$ cat config.mk
export PLATFORM = sky130hd
export DESIGN_NAME = operand_fetch_stage
export DESIGN_NICKNAME = d
export VERILOG_FILES = /design/src/rtl/operand_fetch_stage.sv
export SDC_FILE = /design/constraint.sdc
export NUM_CORES = 1
export LEC_CHECK = 0
export ABC_AREA = 0
export CORE_MARGIN = 4
export CORE_UTILIZATION = 47
export DETAILED_ROUTE_END_ITERATION = 10
export PLACE_DENSITY = 0.86
export SYNTH_ARGS = -nofsm -noshare
export SYNTH_HDL_FRONTEND = slang
export SYNTH_SLANG_ARGS = --single-unit
$ cat constraint.sdc
create_clock -name clk -period 4.1 [get_ports clk]
set_input_delay 1.025 -clock clk [delete_from_list [all_inputs] [get_ports clk]]
set_output_delay 1.025 -clock clk [all_outputs]
set_load 0.01 [all_outputs]
$ cat src/rtl/operand_fetch_stage.sv
// Operand fetch: drives register-file reads, resolves operands, tracks pending writes, feeds execute.
// Macro OPERAND_FORWARD_EN enables the same-cycle writeback bypass; without it pending sources stall.
module operand_fetch_stage #(
    parameter int DATA_WIDTH    = 32,
    parameter int ADDRESS_WIDTH = 5,
    parameter int NUM_REGS      = 32
) (
    input  logic                     clk,
    input  logic                     rst,
    // Handshake: a transfer happens on a cycle where valid and ready are both high.
    input  logic                     id_valid,
    output logic                     id_ready,
    input  logic [ADDRESS_WIDTH-1:0] id_rs1,
    input  logic [ADDRESS_WIDTH-1:0] id_rs2,
    input  logic                     id_use_rs1,
    input  logic                     id_use_rs2,
    input  logic [ADDRESS_WIDTH-1:0] id_rd,
    input  logic                     id_reg_write,
    input  logic [DATA_WIDTH-1:0]    id_imm,
    input  logic [DATA_WIDTH-1:0]    id_pc,
    output logic [ADDRESS_WIDTH-1:0] rs1,
    output logic [ADDRESS_WIDTH-1:0] rs2,
    input  logic [DATA_WIDTH-1:0]    read_reg1,
    input  logic [DATA_WIDTH-1:0]    read_reg2,
    input  logic                     wb_reg_write,
    input  logic [ADDRESS_WIDTH-1:0] wb_rd,
    input  logic [DATA_WIDTH-1:0]    wb_data,
    output logic                     ex_valid,
    input  logic                     ex_ready,
    output logic [DATA_WIDTH-1:0]    ex_op1,
    output logic [DATA_WIDTH-1:0]    ex_op2,
    output logic [DATA_WIDTH-1:0]    ex_imm,
    output logic [DATA_WIDTH-1:0]    ex_pc,
    output logic [ADDRESS_WIDTH-1:0] ex_rd,
    output logic                     ex_reg_write,
    input  logic                     flush
);

    logic [NUM_REGS-1:0]      pending_q, pending_d;
    logic                     ex_valid_q;
    logic [DATA_WIDTH-1:0]    ex_op1_q, ex_op2_q, ex_imm_q, ex_pc_q;
    logic [ADDRESS_WIDTH-1:0] ex_rd_q;
    logic                     ex_reg_write_q;

    logic                     fwd1, fwd2, raw1, raw2, waw, space, issue;
    logic [DATA_WIDTH-1:0]    op1, op2;

    assign rs1 = id_rs1;
    assign rs2 = id_rs2;

`ifdef OPERAND_FORWARD_EN
    assign fwd1 = wb_reg_write && (wb_rd != '0) && (wb_rd == id_rs1);
    assign fwd2 = wb_reg_write && (wb_rd != '0) && (wb_rd == id_rs2);
`else
    assign fwd1 = 1'b0;
    assign fwd2 = 1'b0;
`endif

    assign raw1  = id_use_rs1 && (id_rs1 != '0) && pending_q[id_rs1] && !fwd1;
    assign raw2  = id_use_rs2 && (id_rs2 != '0) && pending_q[id_rs2] && !fwd2;
    // A writeback retiring the same rd this cycle frees the slot for the new writer.
    assign waw   = id_reg_write && (id_rd != '0) && pending_q[id_rd]
                   && !(wb_reg_write && (wb_rd == id_rd));
    assign space = !ex_valid_q || ex_ready;

    assign id_ready = !rst && !flush && space && !raw1 && !raw2 && !waw;
    assign issue    = id_valid && id_ready;

    assign op1 = (id_rs1 == '0) ? '0 : (fwd1 ? wb_data : read_reg1);
    assign op2 = (id_rs2 == '0) ? '0 : (fwd2 ? wb_data : read_reg2);

    // Clears first, then the issuing writer's set, so a set wins at the same index.
    always_comb begin
        pending_d = pending_q;
        if (wb_reg_write) pending_d[wb_rd] = 1'b0;
        if (flush && ex_valid_q && ex_reg_write_q && (ex_rd_q != '0)) pending_d[ex_rd_q] = 1'b0;
        if (issue && id_reg_write && (id_rd != '0)) pending_d[id_rd] = 1'b1;
        pending_d[0] = 1'b0;
    end

    always_ff @(posedge clk) begin
        if (rst) begin
            pending_q      <= '0;
            ex_valid_q     <= 1'b0;
            ex_op1_q       <= '0;
            ex_op2_q       <= '0;
            ex_imm_q       <= '0;
            ex_pc_q        <= '0;
            ex_rd_q        <= '0;
            ex_reg_write_q <= 1'b0;
        end else begin
            pending_q <= pending_d;
            if (issue) begin
                ex_valid_q     <= 1'b1;
                ex_op1_q       <= op1;
                ex_op2_q       <= op2;
                ex_imm_q       <= id_imm;
                ex_pc_q        <= id_pc;
                ex_rd_q        <= id_rd;
                ex_reg_write_q <= id_reg_write;
            end else if (flush || ex_ready) begin
                ex_valid_q <= 1'b0;
            end
        end
    end

    assign ex_valid     = ex_valid_q;
    assign ex_op1       = ex_op1_q;
    assign ex_op2       = ex_op2_q;
    assign ex_imm       = ex_imm_q;
    assign ex_pc        = ex_pc_q;
    assign ex_rd        = ex_rd_q;
    assign ex_reg_write = ex_reg_write_q;

endmodule

# After elaboration in Yosys (flattened, before gate mapping)

Cells that the tools add are included.

Output and inout port bits: 146
Bits in registers: 167

Eq/ne operators: 1
Magnitude comparators: 8
Reduce and logical (&&, ||, !) cells: 38
Bitwise operators: 5
Muxes and demuxes: 19

Operators by type and width:

| cell                                                                                | number |
|---|---|
| 32-bit two-way mux                                                                  | 5 |
| 32-bit AND                                                                          | 2 |
| 32-bit NOT                                                                          | 2 |
| 32-bit OR                                                                           | 1 |
| 5-bit by 6-bit < comparator with 1-bit output, second input constant                | 5 |
| 1-bit logical AND                                                                   | 22 |
| 5-bit nonzero test                                                                  | 4 |
| 1-bit binary-select mux with 5-bit select                                           | 3 |
| 1-bit demux with 5-bit select                                                       | 3 |
| 5-bit by 1-bit greater-or-equal comparator with 1-bit output, second input constant | 3 |
| 5-bit zero test                                                                     | 2 |
| 1-bit two-way mux                                                                   | 8 |
| 1-bit zero test                                                                     | 7 |
| 5-bit equality test                                                                 | 1 |
| 1-bit logical OR                                                                    | 2 |
| 2-bit nonzero test                                                                  | 1 |

# Logic depth before layout (Yosys ltp)

Gate-level depths: netlist (run 1).

Word-level depth: 11
Depth in mapped cells: 10
Mapped depth without buffers: 6

# Worst setup path after synthesis (run 1)

Ideal clock, no wire load.

Kind: input-to-output
Start: input id_rs1[0]
End: output id_ready
Required time: 3.075 ns
Stages on the path: 7
Path buffers: 2
Path slack: 0.441 ns
Arrival: 2.634 ns
Path through: buf_2 or3_1 or3_1 clkbuf_1 a41oi_2 nand2_1 a221oi_1

Longest elaborated chain between the ends: 7

Ends and longest elaborated chain:

| element                                                                                | RTL line | RTL |
|---|---|---|
| from (decl)                                                                            | 13       | `input logic [ADDRESS_WIDTH-1:0] id_rs1,` |
| 1-bit binary-select mux with 5-bit select / 5-bit nonzero test (equally long branches) | 59       | `assign raw1 = id_use_rs1 && (id_rs1 != '0) && pending_q[id_rs1] && !fwd1;` |
| 1-bit two-way mux (not written as such) / 1-bit logical AND (equally long branches)    | 59       |  |
| 1-bit logical AND (*)                                                                  | 59       |  |
| 1-bit zero test (*)                                                                    | 66       | `assign id_ready = !rst && !flush && space && !raw1 && !raw2 && !waw;` |
| 1-bit logical AND (*) (3 in a row)                                                     | 66       |  |
| to (decl)                                                                              | 12       | `output logic id_ready,` |

Every way passes the cells marked *; elsewhere a longest branch is shown, timed or not. The select of a mux whose other input is x is not followed.

# Worst setup path in the final report (run 1)

Same ends and word-level chain as after synthesis.

==> results.json, run 1 <==
{
  "synthSimpleGateAreaFrac_pct": 20.2,
  "slew_headroom_pct": 46.8,
  "synthArstFlopShare_pct": 0,
  "cp_num_cells": 9,
  "synth_fa_ha_area_share_pct": 0,
  "grt_setup_unrepaired": "no",
  "period_needed_ns": 3.91,
  "drive_above_1_share_pct": 16.2,
  "synth.avg_cell_area_um2": 10.4,
  "grt-ovfl-total": 0,
  "crit_path_start": "id_rs1[0]",
  "drc_errors": 0,
  "vdd_drop_max_v": 0.000295,
  "numCtsBuffers": 17,
  "cts.sink_count": 166,
  "num_antenna_cells": 0,
  "grt_max_degree": 86,
  "die_x_um": 141,
  "dr.pass1.iters": 5,
  "synth_compound_area_share_pct": 7.87,
  "netlist_area_um2": 8280,
  "layout.nets": 1282,
  "cap_violations": 0,
  "yosysSeqAreaShare_pct": 40.1,
  "netlist.area_leader.share_pct": 40.1,
  "synth_top_flop_cell": "dfxtp_1",
  "slowest_delay_ns": 0.36,
  "dp_cells": 1296,
  "place_ws_ns": -0.595,
  "vias_per_cell": 5.45,
  "grt_util_all_layers_pct": 25.1,
  "grt_first_pass_wirelength_um": 39900,
  "finalWirelength_um": 25600,
  "grt_pass1_vias": 7498,
  "yosysTopAreaCell": "dfxtp_1",
  "setup_violations": 0,
  "end_kind": "output port",
  "required_ns": 3.07,
  "r2r_slack_ns": 1.31,
  "worstReg2RegEnd": "ex_pc[28]",
  "min_period_over_period_pct": 95.3,
  "netlist-cell-type-count": 38,
  "postSynthCellCount": 800,
  "clock_latency_ns": 0.43,
  "drt_iter0_drc": 805,
  "yosysWarnings": 0,
  "core-area_um2": 17300,
  "area_delta_synth_final_pct": 46.8,
  "worstMarginPinSlew_ns": 0.798,
  "grt_antenna_before_repair": 1,
  "startpoint_type": "primary input",
  "cp_num_buf_inv": 4,
  "synth-seq-cells": 166,
  "crit_chain": "dlygate4sd2_1 > buf_6 > buf_4 > or3_1 > or3_1 > a41oi_2 > nand2_1 > a221oi_2 > buf_2",
  "rr_startpoint": "pending_q[15]",
  "place_congestion": 0.950,
  "synth_top_family_by_area": "multiplexers",
  "synth_area_leaders": "dfxtp_1 40%, mux2i_1 9.3%, nor2b_1 7.8%",
  "cts_hold_buf": 0,
  "path_delay_family": "simple AND/OR/NAND/NOR gates",
  "hpwl_um": 18500,
  "clock-skew-final_ns": 0.0167,
  "clockBufferDepth": 2,
  "crit_end": "id_ready",
  "start_util_pct": 47.9,
  "core.rowCount": 48,
  "synth_mux_area_share_pct": 26.0,
  "io_pins": 335,
  "p_per_area_nw_per_um2": 324,
  "setup_tns_ns": 0,
  "yosys.cell_count.top_type": "dfxtp_1",
  "synth-xor-area-share_pct": 0.529,
  "cp_slowest_cell": "or3_1",
  "die_area_um2": 19800,
  "synth_nets": 989,
  "cp_common_cell": "or3_1",
  "portBuffers": 302,
  "cts_tree": "built",
  "fmax_mhz": 256,
  "vias": 7258,
  "worstRegToRegCells": 7,
  "finalHoldViolCount": 0,
  "wl_per_cell_um": 19.2,
  "htree_num_levels": 4,
  "synth_edf_count": 0,
  "synthTopCellsByCount": "166 x dfxtp_1, 103 x nor2b_1, 81 x nand2_1",
  "hold_class": "reg -> reg",
  "arrival_ns": 2.88,
  "stdcell_count": 1331,
  "floorplan.die.height_um": 141,
  "cts.clk_slew.worst_paths_ns": 0.06,
  "power.static_leakage_uw": 0.00522,
  "crit_path_max_fanout": 8,
  "setup_ws_ns": 0.192,
  "drv_slew": 0,
  "fin_util_pct": 70.3,
  "status": "finished, final reports clean",
  "root_buffer": "clkbuf_16",
  "path_class": "in -> out",
  "antenna_left": 0
}
[routing by layer]
layer	part of all wire (%)	up-vias	track usage [%]
li1	-	3390	-
met1	37	3399	29.8
met2	49	412	42.0
met3	11	55	9.06
met4	2.6	2	8.92
met5	0.043	-	0
[sequential cells by signal, summed over array words and instances (netlist names)]
signal        flops
ex_pc            32
ex_rd             5
ex_reg_write      1
ex_imm           32
ex_op1           32
ex_op2           32
ex_valid          1
pending_q        31
[per-stage QoR]
stage          total power (µW)  cell area, µm²  hold slack [ns]
2_1_floorplan              2030            8280            0.496
3_3_place_gp               2390           11500            0.459
3_5_place_dp               2400           11500            0.464
4_1_cts                    3980           12100            0.478
5_1_grt                    4090           12200            0.489
6_report                   3940           12200            0.475
[where the power goes]
group / total [µW] / switching (µW) / internal [µW]
registers: 1720 / 39.9 / 1680
logic: 652 / 254 / 397
clock network: 1570 / 688 / 880
[cell usage in the layout (no fill, tap or decap), types with 2 or more instances in the layout]
| master | n |
|---|---|
| o221ai_1 | 32 |
| clkdlybuf4s50_1 | 295 |
| clkinvlp_4 | 2 |
| nand3b_1 | 11 |
| clkbuf_16 | 17 |
| clkbuf_8 | 2 |
| mux4_2 | 20 |
| nand2b_1 | 68 |
| inv_6 | 4 |
| or3_1 | 5 |
| buf_12 | 3 |
| nand3_1 | 12 |
| nor2_1 | 12 |
| inv_1 | 8 |
| mux2_2 | 27 |
| clkinv_4 | 4 |
| or3b_2 | 5 |
| dfxtp_1 | 166 |
| buf_6 | 3 |
| buf_4 | 39 |
| a221oi_1 | 4 |
| xor2_1 | 4 |
| o31ai_1 | 32 |
| nor2b_1 | 103 |
| nand2_1 | 81 |
| dlymetal6s2s_1 | 2 |
| mux2i_1 | 76 |
| dlygate4sd2_1 | 3 |
| a31oi_1 | 3 |
| mux2_4 | 42 |
[final cells by class]
type | count | area, µm²
inverters | 8 | 30.0
well taps | 225 | 282
repair buffers | 346 | 3400
clock buffers | 20 | 457
flip-flops and latches | 166 | 3320
multi-input cells | 554 | 4550
clock inverters | 12 | 120
fillers | 1237 | 5140
[worst min-delay path, cell delays in order, from the launching register on]
cell and delay (ns):
dfxtp_1 0.31, nand2b_1 0.06, mux2i_1 0.06
[repair_timing]
| action | 4_1_cts | 5_1_grt |
|---|---|---|
| pin swaps | 2 | 2 |
| buffers inserted | 3 | 0 |
| hold endpoints to repair | 0 | 0 |
| resized for setup | 9 | 6 |
| setup endpoints to repair | 1 | 1 |
[worst min-delay path by stage]
stage                    start         end  slack [ns]  cells after the start
floorplan            ex_op1[0]   ex_op1[0]        0.50                      2
global placement    ex_op2[11]  ex_op2[11]        0.46                      2
global route        ex_op2[26]  ex_op2[26]        0.49                      2
detailed placement  ex_op2[23]  ex_op2[23]        0.46                      2
CTS                 ex_op1[26]  ex_op1[26]        0.48                      2
finish              ex_op1[26]  ex_op1[26]        0.48                      2
[kinds of logic (layout without fill, tap and decap cells)]
group	Yosys count	after routing
XOR/XNOR	5	5
AND/OR/NAND/NOR	303	303
buffers and inverters	80	386
flip-flops	166	166
multiplexers	166	166
AO/OA/AOI/OAI	80	80
Note: power is estimated with default switching activity, not from simulation.
==> run 2, diff against run 1 <==
RECOVER_POWER = 100   (was not set)
==> run 2 against run 1 <==
  * Clock power hardly changed
  * Wire length is 0.16% lower
  * Sequential power hardly changed
  * Clock skew hardly changed
  * Global-route usage stayed put
==> results.json, run 2 (synthesis gave the netlist of run 1 again) <==
{
  "required_ns": 3.07,
  "period_needed_ns": 3.91,
  "cp_num_buf_inv": 4,
  "hold_class": "reg -> reg",
  "final_common_cell": "dfxtp_1",
  "clock_latency_ns": 0.42,
  "cap_violations": 0,
  "cts.sink_count": 166,
  "nFillCells": 1302,
  "startpoint_type": "primary input",
  "dp_cells": 1296,
  "layout_common_cells": "166 x dfxtp_1, 150 x clkdlybuf4s50_1, 145 x dlygate4sd3_1",
  "power.static_leakage_uw": 0.00550,
  "grt_util_all_layers_pct": 25.1,
  "cts_tree": "built",
  "cts.clk_slew.worst_paths_ns": 0.06,
  "crit_path_start": "id_rs1[0]",
  "clock-skew-final_ns": 0.0171,
  "grt_max_degree": 86,
  "finalWirelength_um": 25600,
  "io_pins": 335,
  "rr_startpoint": "pending_q[15]",
  "arrival_ns": 2.88,
  "drive_above_1_share_pct": 12.1,
  "vdd_drop_max_v": 0.000291,
  "grt_first_pass_wirelength_um": 39900,
  "antenna_left": 0,
  "place_congestion": 0.950,
  "p_total_uw": 3880,
  "slowest_delay_ns": 0.36,
  "path_class": "in -> out",
  "worstMarginPinSlew_ns": 0.785,
  "num_antenna_cells": 0,
  "floorplan.die.height_um": 141,
  "setup_ws_ns": 0.191,
  "core.rowCount": 48,
  "drc_errors": 0,
  "clockBufferDepth": 2,
  "die_x_um": 141,
  "vias_per_cell": 5.50,
  "finalHoldViolCount": 0,
  "portBuffers": 302,
  "place_area_um2": 11500,
  "worstHoldStart": "ex_op1[26]",
  "root_buffer": "clkbuf_16",
  "drv_slew": 0,
  "htree_num_levels": 4,
  "die_area_um2": 19800,
  "drt_iter0_drc": 683,
  "area_delta_synth_final_pct": 44.6,
  "numCtsBuffers": 17,
  "crit_chain": "dlygate4sd2_1 > buf_6 > buf_4 > or3_1 > or3_1 > a41oi_2 > nand2_1 > a221oi_2 > buf_2",
  "grt_pass1_vias": 7498,
  "stdcell_count": 1331,
  "end_kind": "output port",
  "place_ws_ns": -0.595,
  "min_period_over_period_pct": 95.3,
  "grt-ovfl-total": 0,
  "start_util_pct": 47.9,
  "fmax_mhz": 256,
  "fin_area_um2": 12000,
  "grt_setup_unrepaired": "no",
  "cp_common_cell": "or3_1",
  "slew_headroom_pct": 47.7,
  "core-area_um2": 17300,
  "path_delay_family": "simple AND/OR/NAND/NOR gates",
  "p_per_area_nw_per_um2": 324,
  "layout.nets": 1282,
  "vias": 7316,
  "crit_path_max_fanout": 8,
  "hpwl_um": 18500,
  "cp_slowest_cell": "or3_1",
  "dr.pass1.iters": 8,
  "whs_ns": 0.471,
  "grt_antenna_before_repair": 1,
  "regArea_um2": 3320,
  "status": "finished, final reports clean",
  "wl_per_cell_um": 19.2,
  "setup_violations": 0,
  "multi_input_area_um2": 4380
}
## run 2: cell count changes in the layout (fill, tap and decap cells not counted), sizes merged
cell	previous run	this run
buf	46	39
dlygate4sd3	0	145
clkdlybuf4s50	295	150
clkbuf	20	27
## run 2: worst reg2reg max path, cell delays in order, from the launching register on
cell,delay [ns]
dfxtp_1,0.36
mux4_2,0.48
mux2i_1,0.18
o221ai_1,0.18
a41oi_2,0.18
clkbuf_4,0.15
clkbuf_4,0.11
clkbuf_4,0.11
nand3_1,0.44
clkbuf_2,0.44
o31ai_1,0.37
## run 2: per-stage QoR
stage	TNS [ns]	utilization, %
4_1_cts	0	70.2
3_3_place_gp	-0.597	66.7
2_1_floorplan	0	-
5_1_grt	0	69.2
3_5_place_dp	-0.595	66.7
6_report	0	69.2
## run 2: layout make-up
class / count / area share (%)
Clock inverter: 12 / 1.00
Timing Repair Buffer: 346 / 28.2
Clock buffer: 20 / 3.81
Inverter: 8 / 0.251
Sequential cell: 166 / 27.7
Multi-Input combinational cell: 554 / 36.6
Tap cell: 225 / 2.35
## run 2: metal layers
layer / GRT usage (%) / share of wire (%) / vias up
li1: - / - / 3396
met1: 29.8 / 38 / 3421
met2: 42.0 / 49 / 430
met3: 9.06 / 11 / 67
met4: 8.92 / 3.0 / 2
met5: 0 / 0.043 / -
## run 2: what timing repair did
item / in CTS / in global routing
setup buffers: 3 / 0
pin swaps: 2 / 2
resized for setup: 9 / 6
endpoints found under the setup margin: 1 / 1
gates cloned: 0 / 0
endpoints found under the hold margin: 0 / 0
hold buffers: 0 / 0
## run 2: final timing paths
kind              cells past startpoint  slack (ns)            to
setup reg to reg                     10        0.99  pending_q[8]
hold / removal                        2        0.47    ex_op1[26]
setup / recovery                      9        0.19      id_ready
hold reg to reg                       2        0.47    ex_op1[26]
## run 2: power by group
group	total (µW)	switching (µW)	internal, µW
logic	601	250	351
registers	1720	36.8	1680
clock network	1570	686	880
